<file path="src/rtl/ipu_pkg.sv">
// ipu_pkg: shared capture-controller state encoding and default frame geometry
package ipu_pkg;
  typedef enum logic [1:0] {IDLE, ARM, CAPTURE, DONE} state_e;
  localparam int H_ACTIVE_DEF = 640;
  localparam int V_ACTIVE_DEF = 480;
endpackage

</file>
<file path="src/rtl/sync_edge_detect.sv">
// sync_edge_detect: registers a level and emits single-cycle rise/fall pulses
module sync_edge_detect (
  input  logic clk_i,
  input  logic rst_i,
  input  logic d_i,
  output logic rise_o,
  output logic fall_o
);
  logic d_q;
  always_ff @(posedge clk_i) begin
    if (rst_i) d_q <= 1'b0;
    else d_q <= d_i;
  end
  assign rise_o = d_i & ~d_q;
  assign fall_o = ~d_i & d_q;
endmodule

</file>
<file path="src/rtl/frame_capture_ctrl.sv">
// frame_capture_ctrl: arms on request, skips N frames, gates one whole frame and checks its geometry
module frame_capture_ctrl
  import ipu_pkg::*;
#(
  parameter int H_ACTIVE = H_ACTIVE_DEF,
  parameter int V_ACTIVE = V_ACTIVE_DEF,
  parameter int SKIP_W   = 3,
  parameter int CNT_W    = 12
) (
  input  logic              iCLK,
  input  logic              iRST,
  input  logic              iFVAL,
  input  logic              iLVAL,
  input  logic              iStart,
  input  logic [SKIP_W-1:0] iSkip,
  input  logic              iAbort,
  output logic              oBusy,
  output logic              oCapture_En,
  output logic              oDone,
  output logic              oErr,
  output logic [CNT_W-1:0]  oLine_cnt,
  output logic [CNT_W-1:0]  oPix_cnt
);
  state_e state_q, state_d;
  logic [SKIP_W-1:0] skip_q, skip_d;
  logic [CNT_W-1:0] line_q, line_d, pix_q, pix_d;
  logic err_q, err_d;
  logic sof, eof, eol, unused_lval_rise;
  sync_edge_detect u_fval (
    .clk_i (iCLK),
    .rst_i (iRST),
    .d_i   (iFVAL),
    .rise_o(sof),
    .fall_o(eof)
  );
  sync_edge_detect u_lval (
    .clk_i (iCLK),
    .rst_i (iRST),
    .d_i   (iLVAL),
    .rise_o(unused_lval_rise),
    .fall_o(eol)
  );
  // the first pixel of a frame can coincide with sof, so enable before CAPTURE is registered
  assign oCapture_En = iFVAL & iLVAL &
                       ((state_q == CAPTURE) | ((state_q == ARM) & sof & (skip_q == '0)));
  always_comb begin
    state_d = state_q;
    skip_d  = skip_q;
    line_d  = line_q;
    pix_d   = pix_q;
    err_d   = err_q;
    if (iAbort) state_d = IDLE;
    else begin
      case (state_q)
        IDLE: if (iStart) begin
          skip_d  = iSkip;
          line_d  = '0;
          pix_d   = '0;
          err_d   = 1'b0;
          state_d = ARM;
        end
        ARM: if (sof) begin
          if (skip_q == '0) state_d = CAPTURE;
          else skip_d = skip_q - 1'b1;
        end
        CAPTURE: begin
          if (eol) begin
            err_d  = err_q | (pix_q != CNT_W'(H_ACTIVE));
            pix_d  = '0;
            line_d = (line_q == '1) ? line_q : line_q + 1'b1;
          end
          // frame check sees the line count already updated by a coincident eol
          if (eof) begin
            err_d   = err_d | (line_d != CNT_W'(V_ACTIVE));
            state_d = DONE;
          end
        end
        DONE: state_d = IDLE;
        default: state_d = IDLE;
      endcase
      if (oCapture_En) pix_d = (pix_q == '1) ? pix_q : pix_q + 1'b1;
    end
  end
  always_ff @(posedge iCLK) begin
    if (iRST) begin
      state_q <= IDLE;
      skip_q  <= '0;
      line_q  <= '0;
      pix_q   <= '0;
      err_q   <= 1'b0;
    end else begin
      state_q <= state_d;
      skip_q  <= skip_d;
      line_q  <= line_d;
      pix_q   <= pix_d;
      err_q   <= err_d;
    end
  end
  assign oBusy     = state_q != IDLE;
  assign oDone     = state_q == DONE;
  assign oErr      = err_q;
  assign oLine_cnt = line_q;
  assign oPix_cnt  = pix_q;
endmodule

</file>
<file path="config.mk">
export PLATFORM = sky130hd
export DESIGN_NAME = frame_capture_ctrl
export DESIGN_NICKNAME = d
export VERILOG_FILES = /design/src/rtl/ipu_pkg.sv /design/src/rtl/sync_edge_detect.sv /design/src/rtl/frame_capture_ctrl.sv
export SDC_FILE = /design/constraint.sdc
export NUM_CORES = 1
export LEC_CHECK = 0
export ABC_AREA = 1
export BUFFER_PORTS_ARGS = -buffer_cell sky130_fd_sc_hd__buf_2
export CAP_MARGIN = 25
export CORE_ASPECT_RATIO = 0.75
export CORE_MARGIN = 1.5
export CORE_UTILIZATION = 56
export DETAILED_ROUTE_END_ITERATION = 10
export HOLD_SLACK_MARGIN = 0.02
export PLACE_DENSITY = 0.79
export SLEW_MARGIN = 15
export SYNTH_ARGS = -nofsm -noshare
export SYNTH_HDL_FRONTEND = slang
export SYNTH_SLANG_ARGS = --single-unit
</file>
<file path="constraint.sdc">
create_clock -name iCLK -period 2 [get_ports iCLK]
set_input_delay 0.4 -clock iCLK [delete_from_list [all_inputs] [get_ports iCLK]]
set_output_delay 0.4 -clock iCLK [all_outputs]
set_load 0.005 [all_outputs]
</file>
## Word level (Yosys, flattened, before mapping)

Cells that the tools add are included.

- $add $sub $neg: 3
- Eq/ne operators: 15
- Multiplexer cells: 25
- Bitwise gates (word level): 14
- Reduce and logical (&&, ||, !) cells: 11

Operator list:

| operator | count |
|---|---|
| $mux W12 | 8 |
| $pmux W12 S2 | 2 |
| $add A12 B1 Y12 const B | 2 |
| $eq A12 B12 Y1 const B | 2 |
| $ne A12 B10 Y1 const B | 1 |
| $ne A12 B9 Y1 const B | 1 |
| $ne A2 B2 Y1 const B | 5 |
| $reduce_and A5 Y1 | 2 |
| $mux W3 | 3 |
| $mux W2 | 4 |
| $pmux W2 S4 | 1 |
| $and A1 B1 Y1 | 7 |
| $ne A3 B3 Y1 const B | 2 |
| $pmux W3 S2 | 1 |
| $reduce_bool A2 Y1 | 3 |
| $mux W1 | 5 |
| $eq A2 B2 Y1 const B | 2 |
| $not A1 Y1 | 4 |
| $reduce_and A4 Y1 | 1 |
| $logic_not A3 Y1 | 1 |
| $or A1 B1 Y1 | 3 |
| $reduce_and A3 Y1 | 1 |
| $reduce_bool A3 Y1 | 1 |
| $sub A3 B1 Y3 const B | 1 |
| other kinds (5) | 5 |

- Bits in registers: 32
- Bits of input ports: 9
- Output and inout port bits: 28
- Word-level logic and storage cells: 75

## Depth between registers and ports, before layout

Gate-level depths: netlist of the first run.

- Word-level depth: 9
- Depth in mapped cells: 14
- Gate-level depth less buffers: 14

## Modules after synthesis

A second synthesis of the first run with hierarchy kept.

- Cell total of the unflattened synthesis: 344
- Area total of the unflattened synthesis: 2,195.9 um2

By module, submodules not included:

| module | times used | cells an instance | area each (um2) | sequential area each (um2) |
|---|---|---|---|---|
| frame_capture_ctrl | 1 | 332 | 2,118.3 | 600.6 |
| sync_edge_detect | 2 | 6 | 38.8 | 20.0 |

## Worst setup path before layout of the first run

No wires, ideal clock.

- Kind: register -> register
- Start: reg state_q[0]
- End: reg pix_q[6] (netlist: oPix_cnt[6])
- Library setup time: 0.118 ns
- Arrival time: 1.629 ns
- Data required time: 1.882 ns
- Slack: 0.253 ns
- Cell stages (with the launch flop): 12
- Path buffers: 1
- Clock period less this slack: 1.747 ns
- Cell sequence: dfxtp_1 -> inv_1 -> ha_1 -> inv_1 -> nor2_1 -> nor3_1 -> o21ai_0 -> o21ai_2 -> nand2_2 -> buf_4 -> nor3_1 -> nor2_1

- Cells in the longest elaborated chain, start to end: 7
- Elaborated cells between the ends (all ways): 14
- Those cells by class: eq/ne: 5; mux: 2; bitwise: 4; reduce/logical: 3

RTL lines:

| item | RTL line | RTL |
|---|---|---|
| start, declared | frame_capture_ctrl.sv:24 | `state_e state_q, state_d;` |
| start signal, assigned | frame_capture_ctrl.sv:92 | `state_q <= state_d;` |
| $eq A2 B1 Y1 | frame_capture_ctrl.sv:45 | `((state_q == CAPTURE) \| ((state_q == ARM) & sof & (skip_q == '0)));` |
| $and A1 B1 Y1 (2 in a row) | frame_capture_ctrl.sv:45 |  |
| $or A1 B1 Y1 | frame_capture_ctrl.sv:45 |  |
| $and A1 B1 Y1 | frame_capture_ctrl.sv:44 | `assign oCapture_En = iFVAL & iLVAL &` |
| $ne A3 B3 Y1 (no line), or another cell as far along | - |  |
| $reduce_and A5 Y1 (no line) | - |  |
| end signal, assigned | frame_capture_ctrl.sv:95 | `pix_q <= pix_d;` |
| end, declared | frame_capture_ctrl.sv:26 | `logic [CNT_W-1:0] line_q, line_d, pix_q, pix_d;` |

Parallel ways exist; a longest one is shown, timed or not.
A chain may end at the register's enable or synchronous reset.

## Final worst setup path of the first run

- Start: reg line_q[8] (netlist: oLine_cnt[8])
- End: reg err_q (netlist: oErr)

- Cells in the longest elaborated chain, start to end: 9
- Elaborated cells between the ends (all ways): 10
- Those cells by class: add/sub: 1; eq/ne: 2; mux: 6; bitwise: 1

RTL lines:

| item | RTL line | RTL |
|---|---|---|
| start, declared | frame_capture_ctrl.sv:26 |  |
| start signal, assigned | frame_capture_ctrl.sv:94 | `line_q <= line_d;` |
| $add A12 B1 Y12 or $eq A12 B12 Y1 (tied branches) | frame_capture_ctrl.sv:70 | `line_d = (line_q == '1) ? line_q : line_q + 1'b1;` |
| $mux W12 | frame_capture_ctrl.sv:70 |  |
| $mux W12 (*) | frame_capture_ctrl.sv:67 | `if (eol) begin` |
| $mux W12 (*) | frame_capture_ctrl.sv:54 | `case (state_q)` |
| $mux W12 (*) | frame_capture_ctrl.sv:52 | `if (iAbort) state_d = IDLE;` |
| $ne A12 B9 Y1 (*) | frame_capture_ctrl.sv:74 | `err_d = err_d \| (line_d != CNT_W'(V_ACTIVE));` |
| $or A1 B1 Y1 (*) | frame_capture_ctrl.sv:74 |  |
| $mux W1 (*) | frame_capture_ctrl.sv:73 | `if (eof) begin` |
| $pmux W1 S2 (*) | frame_capture_ctrl.sv:54 |  |
| end signal, assigned | frame_capture_ctrl.sv:96 | `err_q <= err_d;` |
| end, declared | frame_capture_ctrl.sv:27 | `logic err_q, err_d;` |

Every way passes the cells marked *; elsewhere a longest branch is shown, timed or not. The select of a mux whose other input is x is not followed.

==> results of run 1 <==
==> layout make-up <==
cell class,instances,area (um2),share of cell area
flip-flops and latches,32,642,0.253
clock buffers,5,68.8,0.0271
repair buffers,48,270,0.106
well taps,52,65.1,0.0256
multi-input cells,258,1330,0.524
inverters,42,163,0.0641
==> registers in the layout, summed over array words and instances, names as in the netlist <==
register / flops
u_lval.d_q: 1
state_q: 2
skip_q: 3
u_fval.d_q: 1
oErr: 1
oPix_cnt: 12
oLine_cnt: 12
==> routing by layer <==
layer / vias up / track usage / routed length (um)
li1: 1188 / - / -
met1: 1029 / 0.364 / 2500
met2: 87 / 0.379 / 2260
met3: 8 / 0.0736 / 391
met4: 0 / 0.0857 / 63
met5: - / 0 / 0
==> timing repair <==
item / 4_1_cts / 5_1_grt
pin swaps: 0 / 0
resized for setup: 1 / 7
setup endpoints to repair: 1 / 15
setup buffers: 0 / 1
==> worst reg2reg max path: stages, from the launching register on <==
cell	delay (ns)
dfxtp_1	0.44
nand2_1	0.15
nor2_1	0.24
nand3_2	0.24
nand2_1	0.14
nand2_1	0.08
nand2_1	0.08
nand2_1	0.05
inv_1	0.05
nand2_1	0.06
nor2_1	0.09
nand2_1	0.06
nand2_1	0.05
a21oi_1	0.06
==> cell families (layout without fill, tap and decap cells) <==
kind of cell               Yosys count  in the layout
buffers and inverters               49             95
adders and majority gates           10             10
AOI/OAI and AO/OA                   50             50
and+or+nand+nor                    190            190
xor gates and xnor gates             8              8
DFF                                 32             32
==> power breakdown <==
group	total [mW]	internal (mW)	switching, mW
Clock	0.451	0.224	0.226
Combinational	0.242	0.0864	0.155
Sequential	0.671	0.656	0.0143
==> placed cells by master (no fill, tap or decap), drive strengths merged <==
master	n
nor3	8
and3	1
or2	2
clkbuf	5
nor4	2
inv	42
nand3	23
ha	10
nor2	40
xor2	6
a31oi	3
xnor2	2
o21ai	17
buf	48
nand2	102
dfxtp	32
nand3b	2
nand4	10
a221oi	1
a21oi	29
==> metrics by stage <==
step	instances	setup WS [ns]	utilization	cell area, um2	total power [mW]
2_1_floorplan	339	0.253	-	2160	0.849
3_3_place_gp	431	0.107	0.664	2450	0.916
3_5_place_dp	431	0.0744	0.664	2450	0.919
4_1_cts	436	0.00452	0.683	2520	1.37
5_1_grt	437	0.00116	0.689	2540	1.43
6_report	437	0.118	0.689	2540	1.36
==> worst max-delay path by stage <==
stage	startpoint	to	slack, ns
after floorplan	state_q[0]$_SDFFE_PP0P_	oPix_cnt[6]$_SDFFE_PP0P_	0.25
after global placement	state_q[0]$_SDFFE_PP0P_	oPix_cnt[3]$_SDFFE_PP0P_	0.11
after detailed placement	state_q[0]$_SDFFE_PP0P_	oPix_cnt[3]$_SDFFE_PP0P_	0.07
after CTS	state_q[1]$_SDFFE_PP0P_	oCapture_En	0.005
after global routing	state_q[0]$_SDFFE_PP0P_	oLine_cnt[6]$_SDFFE_PP0P_	0.001
final	oLine_cnt[8]$_SDFFE_PP0P_	oErr$_SDFFE_PP0P_	0.12
==> flow_metrics.env, run 1 <==
export IMPL_status="completed"
export IMPL_min_period_ns=1.88
export IMPL_synth_top_area_cell="dfxtp_1"
export IMPL_synth_nets=358
export IMPL_ys_seq_area_frac=0.297
export IMPL_fillCellCount=342
export IMPL_synth_mux_area_frac=0
export IMPL_synthArstFlopShare=0
export IMPL_synthAdderAreaFrac=0.0579
export IMPL_rows=19
export IMPL_postSynthAreaPerCell_um2=6.37
export IMPL_relSlewSlack=0.675
export IMPL_drc=0
export IMPL_synth_most_common_cell="nand2_1"
export IMPL_power_density_nw_per_um2=537
export IMPL_rsz0062_at_grt="false"
export IMPL_synth_top_family_by_area="simple AND/OR/NAND/NOR gates"
export IMPL_hold_viol_final=0
export IMPL_crit_arrival_ns=2.05
export IMPL_syn_to_final_growth_pct=17.6
export IMPL_syn_inst=339
export IMPL_fin_crit_sh=0.941
export IMPL_synth_ff_type="dfxtp_1"
export IMPL_cts_sinks=32
export IMPL_min_path_cells=3
export IMPL_path_clk_slew_ns=0.06
export IMPL_synth_top_cell_area_share=0.297
export IMPL_power_leakage_nw=1.11
export IMPL_ys_ff_latch=32
export IMPL_clock_latency_ns=0.28
export IMPL_r2r_cells=13
export IMPL_antenna_found_initial=0
export IMPL_nets=406
export IMPL_endpoint_kind="register"
export IMPL_crit_buf_inv=1
export IMPL_crit_top_cell="nand2_1"
export IMPL_start_kind="register"
export IMPL_clock_path_buffers=2
export IMPL_path_cells="nand2_1, nor2_1, nand3_2, nand2_1, nand2_1, nand2_1, nand2_1, inv_1, nand2_1, nor2_1, nand2_1, nand2_1, a21oi_1"
export IMPL_cp_required_ns=2.17
export IMPL_hp_class="input pin to register"
export IMPL_grt_usage=0.259
export IMPL_reg2reg_slack_ns=0.12
export IMPL_vdd_drop_max_v=0.000326
export IMPL_worst_hold_slack_ns=0.393
export IMPL_vias=2312
export IMPL_crit_type="register to register"
export IMPL_drt_iter0_markers=195
export IMPL_n_antenna_cell=0
export IMPL_fmax_mhz=531
export IMPL_initial_core_util=0.586
export IMPL_place_congestion=0.919
export IMPL_synth_common_cells="nand2_1 (98), inv_1 (39), nor2_1 (38)"
export IMPL_critical_path_max_fanout=9
export IMPL_pin_count=37
export IMPL_htree_levels=2
export IMPL_cts_inserted_buffers=5
export IMPL_ys_types=32
export IMPL_overflow=0
export IMPL_cp_slowest_cell="dfxtp_1"
export IMPL_synth_edff_count=0
export IMPL_synth_simple_area_share=0.391
export IMPL_synth_xor_area_frac=0.0324
export IMPL_grt_pass1_vias=1970
export IMPL_dr_pass1_iters=5
export IMPL_maxCapViolations=0
export IMPL_timing_rr_start="oLine_cnt[8]$_SDFFE_PP0P_"
export IMPL_crit_cells=13
export IMPL_cts_hold_buf=0
export IMPL_ys_warn_count=0
export IMPL_hpwlAfterDp_mm=3.78
export IMPL_synth_compound_area_frac=0.130
export IMPL_worst_pin_slew_ns=0.488
export IMPL_grt_max_degree=23
export IMPL_clock_skew_ns=0.00346
export IMPL_wl_per_cell_um=11.9
export IMPL_syn_area_um2=2160
export IMPL_port_buffer_count=36
export IMPL_setup_viol=0
export IMPL_holdCritStartpoint="iSkip[1]"
export IMPL_ant_nets=0
export IMPL_routed_wl_mm=5.22
export IMPL_fin_setup_tns_ns=0
export IMPL_synth_area_leaders="dfxtp_1 (30%), nand2_1 (17%), inv_1 (6.8%)"
export IMPL_viasPerCell=5.29
export IMPL_cpPeakStageDelay_ns=0.44
export IMPL_min_to="skip_q[1]$_SDFFE_PP0P_"
export IMPL_die_h_um=56.8
export IMPL_maxSlewViolCount=0
export IMPL_grt_pass1_wl_mm=8.56
export IMPL_die_area_um2=4240
export IMPL_r2r_end="oErr$_SDFFE_PP0P_"
export IMPL_chipWidth_um=74.7
export IMPL_cts_tree="yes"
export IMPL_layout_drive_gt1_share=0.203
export IMPL_crit_family="simple AND/OR/NAND/NOR gates"
export IMPL_root_buffer="clkbuf_8"
export IMPL_core_um2=3680
(Power assumes the default switching activity.)
==> run 2, diff against run 1 <==
--- a/config.mk
+++ b/config.mk
@@ -18,3 +18,4 @@
 export SYNTH_ARGS = -nofsm -noshare
 export SYNTH_HDL_FRONTEND = slang
 export SYNTH_SLANG_ARGS = --single-unit
+export TNS_END_PERCENT = 100
==> constraint.sdc (replaced) <==
create_clock -name iCLK -period 2 [get_ports iCLK]
set_input_delay 0.4 -clock iCLK [delete_from_list [all_inputs] [get_ports iCLK]]
set_output_delay 0.4 -clock iCLK [all_outputs]
set_load 0.02 [all_outputs]
==> flow_metrics.env, run 2 (same netlist as run 1, synthesis figures left out) <==
export IMPL_maxSlewViolCount=0
export IMPL_place_congestion=0.919
export IMPL_rows=19
export IMPL_overflow=0
export IMPL_cts_tree="yes"
export IMPL_clock_path_buffers=2
export IMPL_start_kind="register"
export IMPL_critical_path_max_fanout=5
export IMPL_endpoint_kind="output port"
export IMPL_antenna_found_initial=0
export IMPL_p_sw_uw=404
export IMPL_fin_area_um2=2540
export IMPL_nets=406
export IMPL_cts_sinks=32
export IMPL_grt_pass1_wl_mm=8.56
export IMPL_cpPeakStageDelay_ns=0.36
export IMPL_hold_viol_final=0
export IMPL_syn_to_final_growth_pct=17.8
export IMPL_crit_family="buffers and inverters"
export IMPL_initial_core_util=0.586
export IMPL_pin_count=37
export IMPL_routed_wl_mm=5.31
export IMPL_final_cell_mix="nand2_1 (98), inv_1 (38), nor2_1 (37)"
export IMPL_fillCellCount=343
export IMPL_fmax_mhz=526
export IMPL_internal_power_uw=968
export IMPL_switching_share=0.295
export IMPL_relSlewSlack=0.644
export IMPL_power_frac_seq=0.489
export IMPL_crit_buf_inv=4
export IMPL_die_h_um=56.8
export IMPL_cp_slowest_cell="dfxtp_2"
export IMPL_vias=2357
export IMPL_clkPwrFrac=0.327
export IMPL_layout_commonest_cell="nand2_1"
export IMPL_cp_required_ns=1.60
export IMPL_post_route_util=0.691
export IMPL_clock_latency_ns=0.27
export IMPL_ant_nets=0
export IMPL_power_density_nw_per_um2=539
export IMPL_crit_arrival_ns=1.50
export IMPL_worst_pin_slew_ns=0.529
export IMPL_dpl_cell_area_um2=2450
export IMPL_setup_viol=0
export IMPL_clock_skew_ns=0.00271
export IMPL_pre_cts_ws_ns=0.0744
export IMPL_core_um2=3680
export IMPL_port_buffer_count=36
export IMPL_crit_top_cell="inv_1"
export IMPL_fin_setup_tns_ns=0
export IMPL_fin_ws_ns=0.0987
export IMPL_die_area_um2=4240
export IMPL_grt_usage=0.259
export IMPL_min_period_ns=1.90
export IMPL_dr_pass1_iters=5
export IMPL_crit_type="register to output port"
export IMPL_chipWidth_um=74.7
export IMPL_grt_pass1_vias=1970
export IMPL_htree_levels=2
export IMPL_n_antenna_cell=0
export IMPL_viasPerCell=5.39
export IMPL_vdd_drop_max_v=0.000331
export IMPL_status="completed"
export IMPL_power_leakage_nw=1.11
export IMPL_path_clk_slew_ns=0.06
export IMPL_hp_class="input pin to register"
export IMPL_maxCapViolations=0
export IMPL_p_comb_frac=0.184
export IMPL_path_cells="inv_1, ha_1, inv_1, nand2_2, nand3_4, clkinv_4, buf_4"
export IMPL_layout_drive_gt1_share=0.205
export IMPL_fin_crit_sh=0.951
export IMPL_wl_per_cell_um=12.2
export IMPL_grt_max_degree=23
export IMPL_drc=0
export IMPL_root_buffer="clkbuf_8"
export IMPL_drt_iter0_markers=225
export IMPL_rsz0062_at_grt="false"
export IMPL_hpwlAfterDp_mm=3.78
export IMPL_cts_inserted_buffers=5
-- run 2: final cells by class --
| cell class | instances | area [um2] | share of cell area |
|---|---|---|---|
| Timing Repair Buffer | 48 | 273 | 0.107 |
| Inverter | 42 | 165 | 0.0649 |
| Tap cell | 52 | 65.1 | 0.0256 |
| Sequential cell | 32 | 643 | 0.253 |
| Clock buffer | 5 | 68.8 | 0.0270 |
| Multi-Input combinational cell | 258 | 1330 | 0.523 |
-- run 2: per-layer routing --
| metal | vias up | track usage | routed length (um) |
|---|---|---|---|
| met3 | 9 | 0.0736 | 446 |
| met5 | - | 0 | 0 |
| met4 | 0 | 0.0857 | 70 |
| met2 | 102 | 0.378 | 2350 |
| li1 | 1192 | - | - |
| met1 | 1054 | 0.364 | 2450 |
-- run 2: worst register-to-register path: stages (launching register included) --
cell      delay (ns)
dfxtp_2         0.36
inv_1           0.08
ha_1            0.23
inv_1           0.07
nor2_1          0.05
nor3_1          0.23
o21ai_1         0.16
o21ai_2         0.09
nand2_2         0.12
inv_4           0.15
nand3b_1        0.11
a21oi_1         0.16
-- run 2: repair_timing --
action	in CTS	in global routing
setup endpoints to repair	1	12
hold buffers	0	0
gates resized for setup	4	6
buffers inserted	0	1
-- run 2: through the flow --
stage	hold WS, ns	power (mW)	instances
3_5_place_dp	0.472	0.929	431
4_1_cts	0.386	1.38	436
5_1_grt	0.403	1.44	437
3_3_place_gp	0.466	0.925	431
6_report	0.394	1.37	437
2_1_floorplan	0.445	0.858	339
-- run 2: power groups by stage --
stage / clock network (mW) / registers (mW) / logic (mW)
2_1_floorplan: 0 / 0.685 / 0.173
6_report: 0.449 / 0.671 / 0.253
4_1_cts: 0.464 / 0.670 / 0.247
3_5_place_dp: 0 / 0.684 / 0.245
5_1_grt: 0.487 / 0.672 / 0.283
3_3_place_gp: 0 / 0.683 / 0.242
-- run 2: worst paths after layout --
check,from,end,slack (ns),cells past startpoint
max,state_q[0]$_SDFFE_PP0P_,oCapture_En,0.1,7
min,iSkip[1],skip_q[1]$_SDFFE_PP0P_,0.39,3
max reg2reg,state_q[0]$_SDFFE_PP0P_,oPix_cnt[3]$_SDFFE_PP0P_,0.12,11
min reg2reg,skip_q[2]$_SDFFE_PP0P_,skip_q[2]$_SDFFE_PP0P_,0.48,2
==> run 3, diff against run 2 <==
--- a/config.mk
+++ b/config.mk
@@ -10,12 +10,13 @@
 export CAP_MARGIN = 25
 export CORE_ASPECT_RATIO = 0.75
 export CORE_MARGIN = 1.5
-export CORE_UTILIZATION = 56
+export CORE_UTILIZATION = 51
 export DETAILED_ROUTE_END_ITERATION = 10
 export HOLD_SLACK_MARGIN = 0.02
-export PLACE_DENSITY = 0.79
+export PLACE_DENSITY = 0.75
 export SLEW_MARGIN = 15
 export SYNTH_ARGS = -nofsm -noshare
 export SYNTH_HDL_FRONTEND = slang
+export SYNTH_HIERARCHICAL = 1
 export SYNTH_SLANG_ARGS = --single-unit
 export TNS_END_PERCENT = 100
==> constraint.sdc (replaced) <==
create_clock -name iCLK -period 1.7 [get_ports iCLK]
set_input_delay 0.34 -clock iCLK [delete_from_list [all_inputs] [get_ports iCLK]]
set_output_delay 0.34 -clock iCLK [all_outputs]
set_load 0.02 [all_outputs]
==> flow_metrics.env, run 3 <==
export IMPL_clock_skew_ns=0.0141
export IMPL_path_clk_slew_ns=0.08
export IMPL_use_met3=0.0519
export IMPL_r2r_cells=14
export IMPL_gr_usage_met1=0.391
export IMPL_drt_iter0_markers=185
export IMPL_min_period_ns=1.87
export IMPL_relSlewSlack=0.805
export IMPL_ant_nets=0
export IMPL_hp_class="input pin to register"
export IMPL_synth_nets=362
export IMPL_final_cell_mix="nand2_1 (98), buf_4 (59), nor2_1 (37)"
export IMPL_port_buffer_count=36
export IMPL_chipWidth_um=78.7
export IMPL_drc=0
export IMPL_setup_viol=15
export IMPL_die_h_um=59.8
export IMPL_cts_hold_buf=0
export IMPL_syn_inst=343
export IMPL_grt_pass1_wl_mm=10.5
export IMPL_cts_tree="yes"
export IMPL_pre_cts_ws_ns=-0.174
export IMPL_dr_pass1_iters=5
export IMPL_syn_area_um2=2190
export IMPL_maxSlewViolCount=0
export IMPL_hold_viol_final=0
export IMPL_rows=20
export IMPL_layout_drive_gt1_share=0.427
export IMPL_hpwlAfterDp_mm=4.35
export IMPL_place_congestion=0.855
export IMPL_die_area_um2=4700
export IMPL_grt_usage=0.288
export IMPL_violations="setup timing"
export IMPL_cp_required_ns=1.36
export IMPL_cts_sinks=32
export IMPL_reg2reg_slack_ns=-0.15
export IMPL_power_density_nw_per_um2=557
export IMPL_vias=2684
export IMPL_root_buffer="clkbuf_8"
export IMPL_crit_type="register to output port"
export IMPL_grt_max_degree=22
export IMPL_layout_commonest_cell="nand2_1"
export IMPL_power_leakage_nw=1.53
export IMPL_timing_rr_start="state_q[1]$_SDFFE_PP0P_"
export IMPL_min_to="u_fval/d_q$_SDFF_PP0_"
export IMPL_busiest_layer="met2"
export IMPL_htree_levels=2
export IMPL_clock_path_buffers=2
export IMPL_post_route_util=0.824
export IMPL_wl_per_cell_um=14.1
export IMPL_status="complete, but fails checks"
export IMPL_fin_crit_sh=1.10
export IMPL_core_um2=4080
export IMPL_fin_ws_ns=-0.166
export IMPL_grt_pass1_vias=2314
export IMPL_holdCritStartpoint="iFVAL"
export IMPL_syn_to_final_growth_pct=53.3
export IMPL_viasPerCell=5.35
export IMPL_fmax_mhz=536
export IMPL_vdd_drop_max_v=0.000454
export IMPL_rsz0062_at_grt="true"
export IMPL_cts_inserted_buffers=5
export IMPL_multiInputGateArea_um2=1610
export IMPL_pin_count=37
export IMPL_fin_setup_tns_ns=-1.31
export IMPL_overflow=0
export IMPL_routed_wl_mm=7.07
export IMPL_min_path_cells=3
export IMPL_clock_latency_ns=0.29
export IMPL_worst_pin_slew_ns=0.291
export IMPL_antenna_found_initial=0
export IMPL_layout_area_seq_um2=671
export IMPL_endpoint_kind="output port"
export IMPL_crit_arrival_ns=1.53
export IMPL_r2r_end="oPix_cnt[4]$_SDFFE_PP0P_"
export IMPL_postSynthAreaPerCell_um2=6.39
export IMPL_grt_use_met2=0.473
export IMPL_fillCellCount=254
export IMPL_n_antenna_cell=0
export IMPL_nets=465
export IMPL_ys_warn_count=6
export IMPL_critical_path_max_fanout=3
export IMPL_initial_core_util=0.537
export IMPL_start_kind="register"
export IMPL_maxCapViolations=0
## run 3: changes by cell type in the layout (fill, tap and decap cells not counted), moves of 5 or more
cell and change:
inv_1 -7, nor3_1 -7, buf_4 +46, dfxtp_1 -8, nor2_4 +5, o21ai_0 -8, a21oi_1 -5, dfxtp_4 +7
ha_4 +5, buf_6 +7, inv_2 +6, nor3_2 +5
## run 3: worst max path at each step
stage,cells past startpoint,to,startpoint
6_report,10,oCapture_En,state_q[1]$_SDFFE_PP0P_
3_3_place_gp,16,oErr$_SDFFE_PP0P_,iLVAL
4_1_cts,10,oCapture_En,state_q[1]$_SDFFE_PP0P_
5_1_grt,16,oErr$_SDFFE_PP0P_,u_lval/d_q$_SDFF_PP0_
2_1_floorplan,14,oErr$_SDFFE_PP0P_,oLine_cnt[0]$_SDFFE_PP0P_
3_5_place_dp,16,oErr$_SDFFE_PP0P_,iLVAL
## run 3: metal layers
metal | vias to the layer above | part of all wire
li1 | 1299 | -
met1 | 1244 | 0.45
met2 | 126 | 0.47
met3 | 15 | 0.072
met4 | 0 | 0.014
met5 | - | 0
## run 3: repair_timing
action	in CTS	in global routing
pin swaps	9	14
resized for setup	33	33
gates cloned	1	0
buffers inserted	6	3
endpoints found under the setup margin	12	19
## run 3: final cells by class
class | instances | area share
inverter | 43 | 0.0518
sequential | 32 | 0.200
multi-input combinational | 262 | 0.480
timing repair buffer | 102 | 0.213
clock inverter | 2 | 0.0101
clock buffer | 6 | 0.0246
tap | 55 | 0.0205
## run 3: worst max-delay path, cell delays in order (launching register included)
cell and delay [ns]:
dfxtp_4 0.37, inv_4 0.07, ha_4 0.13, nand3_2 0.08
inv_2 0.07, nand2_2 0.05, nand2_2 0.08, nand3_4 0.10
buf_6 0.14, inv_4 0.05, buf_6 0.11
## run 3: through the flow
stage / instance area [um2] / cells / power, mW / hold WS (ns)
2_1_floorplan: 2290 / 343 / 0.927 / 0.411
3_3_place_gp: 2940 / 485 / 1.03 / 0.469
3_5_place_dp: 2940 / 485 / 1.04 / 0.472
4_1_cts: 3220 / 499 / 1.84 / 0.285
5_1_grt: 3360 / 502 / 1.93 / 0.323
6_report: 3360 / 502 / 1.87 / 0.310
## run 3: power by group
group          switching (mW)  total (mW)  internal [mW]
clock                   0.305       0.778          0.472
sequential            0.00974       0.764          0.754
combinational           0.187       0.330          0.143
